`src/rtl/dmem_arbiter_pkg.sv`:
```
// rtl/dmem_arbiter_pkg.sv - shared width codes, FSM states and requester ids for dmem_arbiter
package dmem_arbiter_pkg;

    localparam logic [2:0] WIDTH_BYTE  = 3'b000;
    localparam logic [2:0] WIDTH_HALF  = 3'b001;
    localparam logic [2:0] WIDTH_WORD  = 3'b010;
    localparam logic [2:0] WIDTH_DWORD = 3'b011;

    localparam logic REQ_CPU = 1'b0;
    localparam logic REQ_DBG = 1'b1;

    typedef enum logic {
        ST_IDLE   = 1'b0,
        ST_ACCESS = 1'b1
    } state_t;

    // Byte-lane mask used to zero-extend narrow reads.
    function automatic logic [63:0] width_mask(input logic [2:0] width);
        logic [63:0] mask;
        case (width[1:0])
            WIDTH_BYTE[1:0]: mask = 64'h0000_0000_0000_00ff;
            WIDTH_HALF[1:0]: mask = 64'h0000_0000_0000_ffff;
            WIDTH_WORD[1:0]: mask = 64'h0000_0000_ffff_ffff;
            default:         mask = 64'hffff_ffff_ffff_ffff;
        endcase
        return mask;
    endfunction

endpackage

```
`src/rtl/dmem_rr_pick.sv`:
```
// rtl/dmem_rr_pick.sv - 2-way round-robin picker: one-hot grant plus winner id
module dmem_rr_pick
    import dmem_arbiter_pkg::*;
(
    input  logic [1:0] valid,
    input  logic       rr_last,
    output logic [1:0] grant,
    output logic       winner
);

    always_comb begin
        winner = REQ_CPU;
        grant  = 2'b00;
        case (valid)
            2'b01:   winner = REQ_CPU;
            2'b10:   winner = REQ_DBG;
            2'b11:   winner = ~rr_last;
            default: winner = REQ_CPU;
        endcase
        if (valid != 2'b00) begin
            grant = (winner == REQ_DBG) ? 2'b10 : 2'b01;
        end
    end

endmodule

```
`src/rtl/dmem_arbiter.sv`:
```
// rtl/dmem_arbiter.sv - two-requester round-robin arbiter and sequencer for the data memory
module dmem_arbiter
    import dmem_arbiter_pkg::*;
#(
    parameter int ADDR_W    = 10,
    parameter int DATA_W    = 64,
    parameter int MEM_BYTES = 1024
) (
    input  logic                   clk,
    input  logic                   rst,
    input  logic [1:0]             req_valid,
    output logic [1:0]             req_ready,
    input  logic [1:0]             req_we,
    input  logic [1:0][2:0]        req_width,
    input  logic [1:0][ADDR_W-1:0] req_addr,
    input  logic [1:0][DATA_W-1:0] req_wdata,
    output logic [1:0]             rsp_valid,
    output logic                   rsp_err,
    output logic [DATA_W-1:0]      rsp_rdata,
    output logic                   mem_re,
    output logic                   mem_we,
    output logic [2:0]             mem_width,
    output logic [ADDR_W-1:0]      mem_addr,
    output logic [DATA_W-1:0]      mem_wdata,
    input  logic [DATA_W-1:0]      mem_rdata
);

    state_t state, state_nx;
    logic   rr_last;
    logic   accept;

    logic [1:0] grant;
    logic       win_id;

    logic              lat_we;
    logic [2:0]        lat_width;
    logic [ADDR_W-1:0] lat_addr;
    logic [DATA_W-1:0] lat_wdata;
    logic              lat_id;
    logic              lat_err;

    logic [2:0]        win_width;
    logic [ADDR_W-1:0] win_addr;
    logic [ADDR_W:0]   acc_end;
    logic              win_illegal;

    dmem_rr_pick u_pick (
        .valid   (req_valid),
        .rr_last (rr_last),
        .grant   (grant),
        .winner  (win_id)
    );

    // End address is one bit wider than the address so an overrun cannot wrap to a legal value.
    assign win_width   = req_width[win_id];
    assign win_addr    = req_addr[win_id];
    assign acc_end     = {1'b0, win_addr} + ((ADDR_W+1)'(1) << win_width[1:0]);
    assign win_illegal = win_width[2] || (acc_end > (ADDR_W+1)'(MEM_BYTES));

    always_comb begin
        state_nx  = state;
        accept    = 1'b0;
        req_ready = 2'b00;
        mem_re    = 1'b0;
        mem_we    = 1'b0;
        mem_width = '0;
        mem_addr  = '0;
        mem_wdata = '0;
        case (state)
            ST_IDLE: begin
                if ((req_valid != 2'b00) && !rst) begin
                    req_ready = grant;
                    accept    = 1'b1;
                    state_nx  = ST_ACCESS;
                end
            end
            ST_ACCESS: begin
                state_nx = ST_IDLE;
                // Reset in this cycle aborts the access before the write can commit.
                if (!lat_err && !rst) begin
                    mem_re    = !lat_we;
                    mem_we    = lat_we;
                    mem_width = lat_width;
                    mem_addr  = lat_addr;
                    mem_wdata = lat_wdata;
                end
            end
        endcase
    end

    always_ff @(posedge clk) begin
        if (rst) begin
            state     <= ST_IDLE;
            rr_last   <= REQ_DBG;
            lat_we    <= 1'b0;
            lat_width <= '0;
            lat_addr  <= '0;
            lat_wdata <= '0;
            lat_id    <= REQ_CPU;
            lat_err   <= 1'b0;
            rsp_valid <= 2'b00;
            rsp_err   <= 1'b0;
            rsp_rdata <= '0;
        end else begin
            state     <= state_nx;
            rsp_valid <= 2'b00;
            if (accept) begin
                lat_we    <= req_we[win_id];
                lat_width <= win_width;
                lat_addr  <= win_addr;
                lat_wdata <= req_wdata[win_id];
                lat_id    <= win_id;
                lat_err   <= win_illegal;
                rr_last   <= win_id;
            end
            if (state == ST_ACCESS) begin
                rsp_valid <= (lat_id == REQ_DBG) ? 2'b10 : 2'b01;
                rsp_err   <= lat_err;
                rsp_rdata <= (!lat_err && !lat_we)
                             ? (mem_rdata & DATA_W'(width_mask(lat_width)))
                             : '0;
            end
        end
    end

endmodule

```
`config.mk`:
```
export PLATFORM = sky130hd
export DESIGN_NAME = dmem_arbiter
export DESIGN_NICKNAME = d
export VERILOG_FILES = /design/src/rtl/dmem_arbiter_pkg.sv /design/src/rtl/dmem_rr_pick.sv /design/src/rtl/dmem_arbiter.sv
export SDC_FILE = /design/constraint.sdc
export NUM_CORES = 1
export LEC_CHECK = 0
export BUFFER_PORTS_ARGS = -buffer_cell sky130_fd_sc_hd__buf_2
export CORE_ASPECT_RATIO = 1.1
export CORE_MARGIN = 2
export CORE_UTILIZATION = 24
export CTS_BUF_LIST = sky130_fd_sc_hd__clkbuf_8 sky130_fd_sc_hd__clkbuf_16
export CTS_CLUSTER_DIAMETER = 150
export CTS_CLUSTER_SIZE = 28
export DETAILED_ROUTE_END_ITERATION = 8
export GPL_ROUTABILITY_DRIVEN = 0
export PLACE_DENSITY = 0.46
export SLEW_MARGIN = 20
export SYNTH_ARGS = -nofsm -noshare
export SYNTH_HDL_FRONTEND = slang
export SYNTH_SLANG_ARGS = --single-unit
```
`constraint.sdc`:
```
create_clock -name clk -period 2.8 [get_ports clk]
set_clock_uncertainty 0.05 [all_clocks]
set_input_delay 0.42 -clock clk [delete_from_list [all_inputs] [get_ports clk]]
set_output_delay 0.42 -clock clk [all_outputs]
set_load 0.03 [all_outputs]
```
==> reports/results.env <==
TIMING.FINAL.CRIT_SHARE=0.854
MULTI_INPUT_COMB_AREA_MM2=0.00342
WORST_SKEW_PAIR.LATE_LATENCY_NS=0.42
FLOORPLAN.DIE.HEIGHT_UM=180
TOTAL_VIA_COUNT_IN_THE_ROUTED_DESIGN=6437
CORE_AREA_MM2=0.0278
MAX_CAP_VIOLATIONS=0
HOLD_BUF_CTS=0
SYNTHADDERAREAFRAC=0.0103
ROUTE.DETAILED.WL_PER_INST_UM=16.8
DRT_FIRST_PASS_ITERS=6
GRT-OVFL-TOTAL=0
FIN_TOTAL_PWR_mW=5.55
MAPPEDNETLISTNETS=967
SETUP.WORST_PATH.END_CLASS='output port'
SYNTH-COMPOUND-AREA-SHARE=0.165
FLOW.AREA_GROWTH_FROM_SYNTHESIS_PCT=40.3
CELL_AREA_AFTER_SYNTHESIS_MM2=0.00679
CP_SLOWEST_CELL='dfxtp_2'
YS_SEQ_ELEMENTS=149
ASYNCSETRESETFLOPFRACSYNTH=0
FINAL-HOLD-VIOLATION-COUNT=0
POST_ROUTE_CELLS_DRIVE_ABOVE_1_SHARE=0.398
NUMCLOCKSINKS=149
POST-CTS-SETUP-BUFFER-COUNT=0
PWR_DENSITY_CELL_mW_PER_MM2=583
XOR_XNOR_CELL_AREA_SHARE_OF_THE_YOSYS_NETLIST=0.00129
SYNTH_TOP_FAMILY_BY_AREA='simple AND/OR/NAND/NOR gates'
SYNTH_AREA_PER_CELL_UM2=9.20
FINAL.SETUP.WORST_SLACK_NS=0.409
MAX_FREQ_MHz=418
VDD_IR_DROP_MAX_uV=358
PORTION_OF_SYNTHESIZED_CELL_AREA_OCCUPIED_BY_THE_LEADING_CELL_TYPE=0.440
FINAL.MIN_CLOCK_PERIOD_NS=2.39
ANTENNA_LEFT=0
GRT_PASS1_VIAS=6263
TRITONCTS_CLOCK_TREE='done'
MAX_SLEW.WORST_PIN.SLEW_NS=1.01
MAX-SLEW-MARGIN-REL=0.324
TIMING.CRITICAL_PATH.FANOUT_MAX=78
FINALNETCOUNT=1313
STD_CELL_ROWS=64
NETLIST.TOP_CELL.BY_AREA='dfxtp_1'
DESIGN.DIE.AREA_MM2=0.0296
GRT_SETUP_UNREPAIRED='no'
FIN_TNS_SETUP_NS=0
GRT_MAX_DEGREE=79
PLACE_HPWL_UM=18000
GRT_UTIL_MET1=0.193
VIA_PER_INST=4.40
CRITICAL_PATH_CLASS='reg2out'
WORST_SETUP_PATH_START_KIND='register'
YS_SEQ_AREA_FRAC=0.440
REPORT.FINAL.SETUP_VIOL=0
TIMING.HOLD.WORST.CLASS='in2reg'
YOSYS_WARNINGS=0
SYNTH_FF_TYPE='dfxtp_1'
MET3_TRACK_DEMAND_OVER_RESOURCE_IN_GLOBAL_ROUTING=0.0598
SIMPLE_GATE_PORTION_OF_THE_SYNTHESIZED_AREA=0.222
CLOCKROOTBUFFER='clkbuf_16'
TIMING.CRITICAL_PATH.REQUIRED_NS=2.33
BUSIEST_LAYER='met2'
START_UTIL=0.244
WORST_PATH_LARGEST_CELL_DELAY_NS=0.54
POST_SYNTH_MAIN_AREA_CONTRIBUTORS='dfxtp_1, mux2i_1, nor2_1'
FLOORPLAN.DIE.WIDTH_UM=164
STATIC_LEAKAGE_nW=4.59
GRT.MET2_USAGE=0.268
DP_WORST_SETUP_SLACK_NS=0.254
DETAILEDROUTE.FIRSTITERATIONVIOLATIONS=325
FINAL-MAX-SLEW-VIOLATION-COUNT=0
GRT_USE_TOTAL=0.161
OUTCOME='finished, final reports clean'
CLK_PIN_SLEW_NS=0.06
ARRIVAL_NS=1.92
FOOTPRINT_OF_THE_FLIP_FLOPS_AND_LATCHES_MM2=0.00298
CRIT_CHAIN='nand2b_4 -> nor2_4 -> buf_12 -> and2_1 -> buf_2'
CTS-BUFFERS-INSERTED=17
NUMBER_OF_INSTANCES_IN_THE_SYNTHESIZED_NETLIST=738
REMAINING_DRC_ERRORS=0
CTS_MAX_PATH_BUFFERS=2
NETLIST-CELL-TYPE-COUNT=41
PIN_COUNT=372
HOLD_WS_NS=0.154
PLACEMENT.IO_BUFFERS=371
HTREEDEPTH=4
CTS_RESIZED=0
FILLCELLCOUNT=3010
NUMBER_OF_ENABLE_FLIP_FLOP_CELLS_AFTER_SYNTHESIS=0
ROUTED_WIRELENGTH_UM=24600
SYNTH_MUX_AREA_FRAC=0.102
GRT_PASS1_WL_UM=36300
ANTENNA_VIOLATIONS_BEFORE_REPAIR=3
==> cells in the mapped netlist (all sizes together) (3+ instances only) <==
master / instances
a211oi: 65
and2: 79
nand2b: 4
o21a: 3
a22o: 16
nor2: 138
nand2: 5
buf: 28
dfxtp: 149
a21oi: 51
mux2: 3
a222oi: 10
mux2i: 66
nand3b: 3
nor2b: 47
clkbuf: 33
inv: 6
ha: 4
nor3: 8
==> per-layer routing <==
metal	up-vias	routed length, µm
met5	-	0
li1	3257	-
met3	15	2240
met1	2897	10500
met4	0	310
met2	268	11500
==> worst paths after layout <==
path,start,to,slack (ns),cells after the start
worst max-delay path,state,mem_wdata[26],0.41,5
worst min-delay path,mem_rdata[15],rsp_rdata[15],0.15,2
worst max register to register,rr_last,lat_err,0.49,9
worst min register to register,lat_id,rsp_valid[0],0.37,1
==> where the power goes <==
part | switching, mW | total (mW) | internal (mW)
clock network | 0.971 | 2.42 | 1.45
logic | 0.477 | 0.824 | 0.348
registers | 0.0661 | 2.30 | 2.24
==> kinds of logic after synthesis <==
| group | count (synthesis) |
|---|---|
| fa+ha+maj | 5 |
| simple gates | 294 |
| mux | 69 |
| compound gates | 153 |
| buf+inv | 67 |
| flops | 149 |
| xor+xnor | 1 |
==> critical path: cells and delay by family (launching register included) <==
family / cells / cell delay, ns
buffers and inverters: 2 / 0.44
AND/OR/NAND/NOR: 3 / 0.42
flip-flops: 1 / 0.54
==> final cells by class <==
cell class,instances,area share
Multi-Input combinational cell,522,0.359
Sequential cell,149,0.313
Timing Repair Buffer,388,0.213
Antenna cell,3,0.000789
Clock inverter,13,0.0166
Inverter,6,0.00237
Clock buffer,19,0.0476
Tap cell,363,0.0477
==> placed cells by master, fill, tap and decap left out, types with 3 or more instances in the layout <==
master / instances
buf_2: 370
dfxtp_1: 148
nor2_1: 135
and2_1: 79
mux2i_1: 66
a211oi_1: 58
a21oi_1: 51
nor2b_1: 47
clkbuf_16: 17
a22o_1: 16
buf_4: 15
a222oi_1: 10
inv_1: 9
a211oi_2: 7
nor3_1: 6
nand2_1: 5
ha_1: 4
clkinvlp_4: 4
diode_2: 3
mux2_2: 3
nand2b_1: 3
nand3b_1: 3
bufinv_16: 3
buf_12: 3
==> registers in the layout (all words and copies together) (netlist names) <==
name,count
lat_addr,10
lat_err,1
lat_id,1
lat_wdata,64
lat_we,1
lat_width,3
rr_last,1
rsp_err,1
rsp_rdata,64
rsp_valid,2
state,1
==> per-stage QoR <==
step                instance area (µm²)  std cells   util
floorplan                          6790        738      -
global route                       9510       1460  0.342
global placement                   8900       1428  0.320
detailed placement                 8900       1428  0.320
finish                             9520       1463  0.343
CTS                                9510       1460  0.342
(Power assumes the default switching activity.)
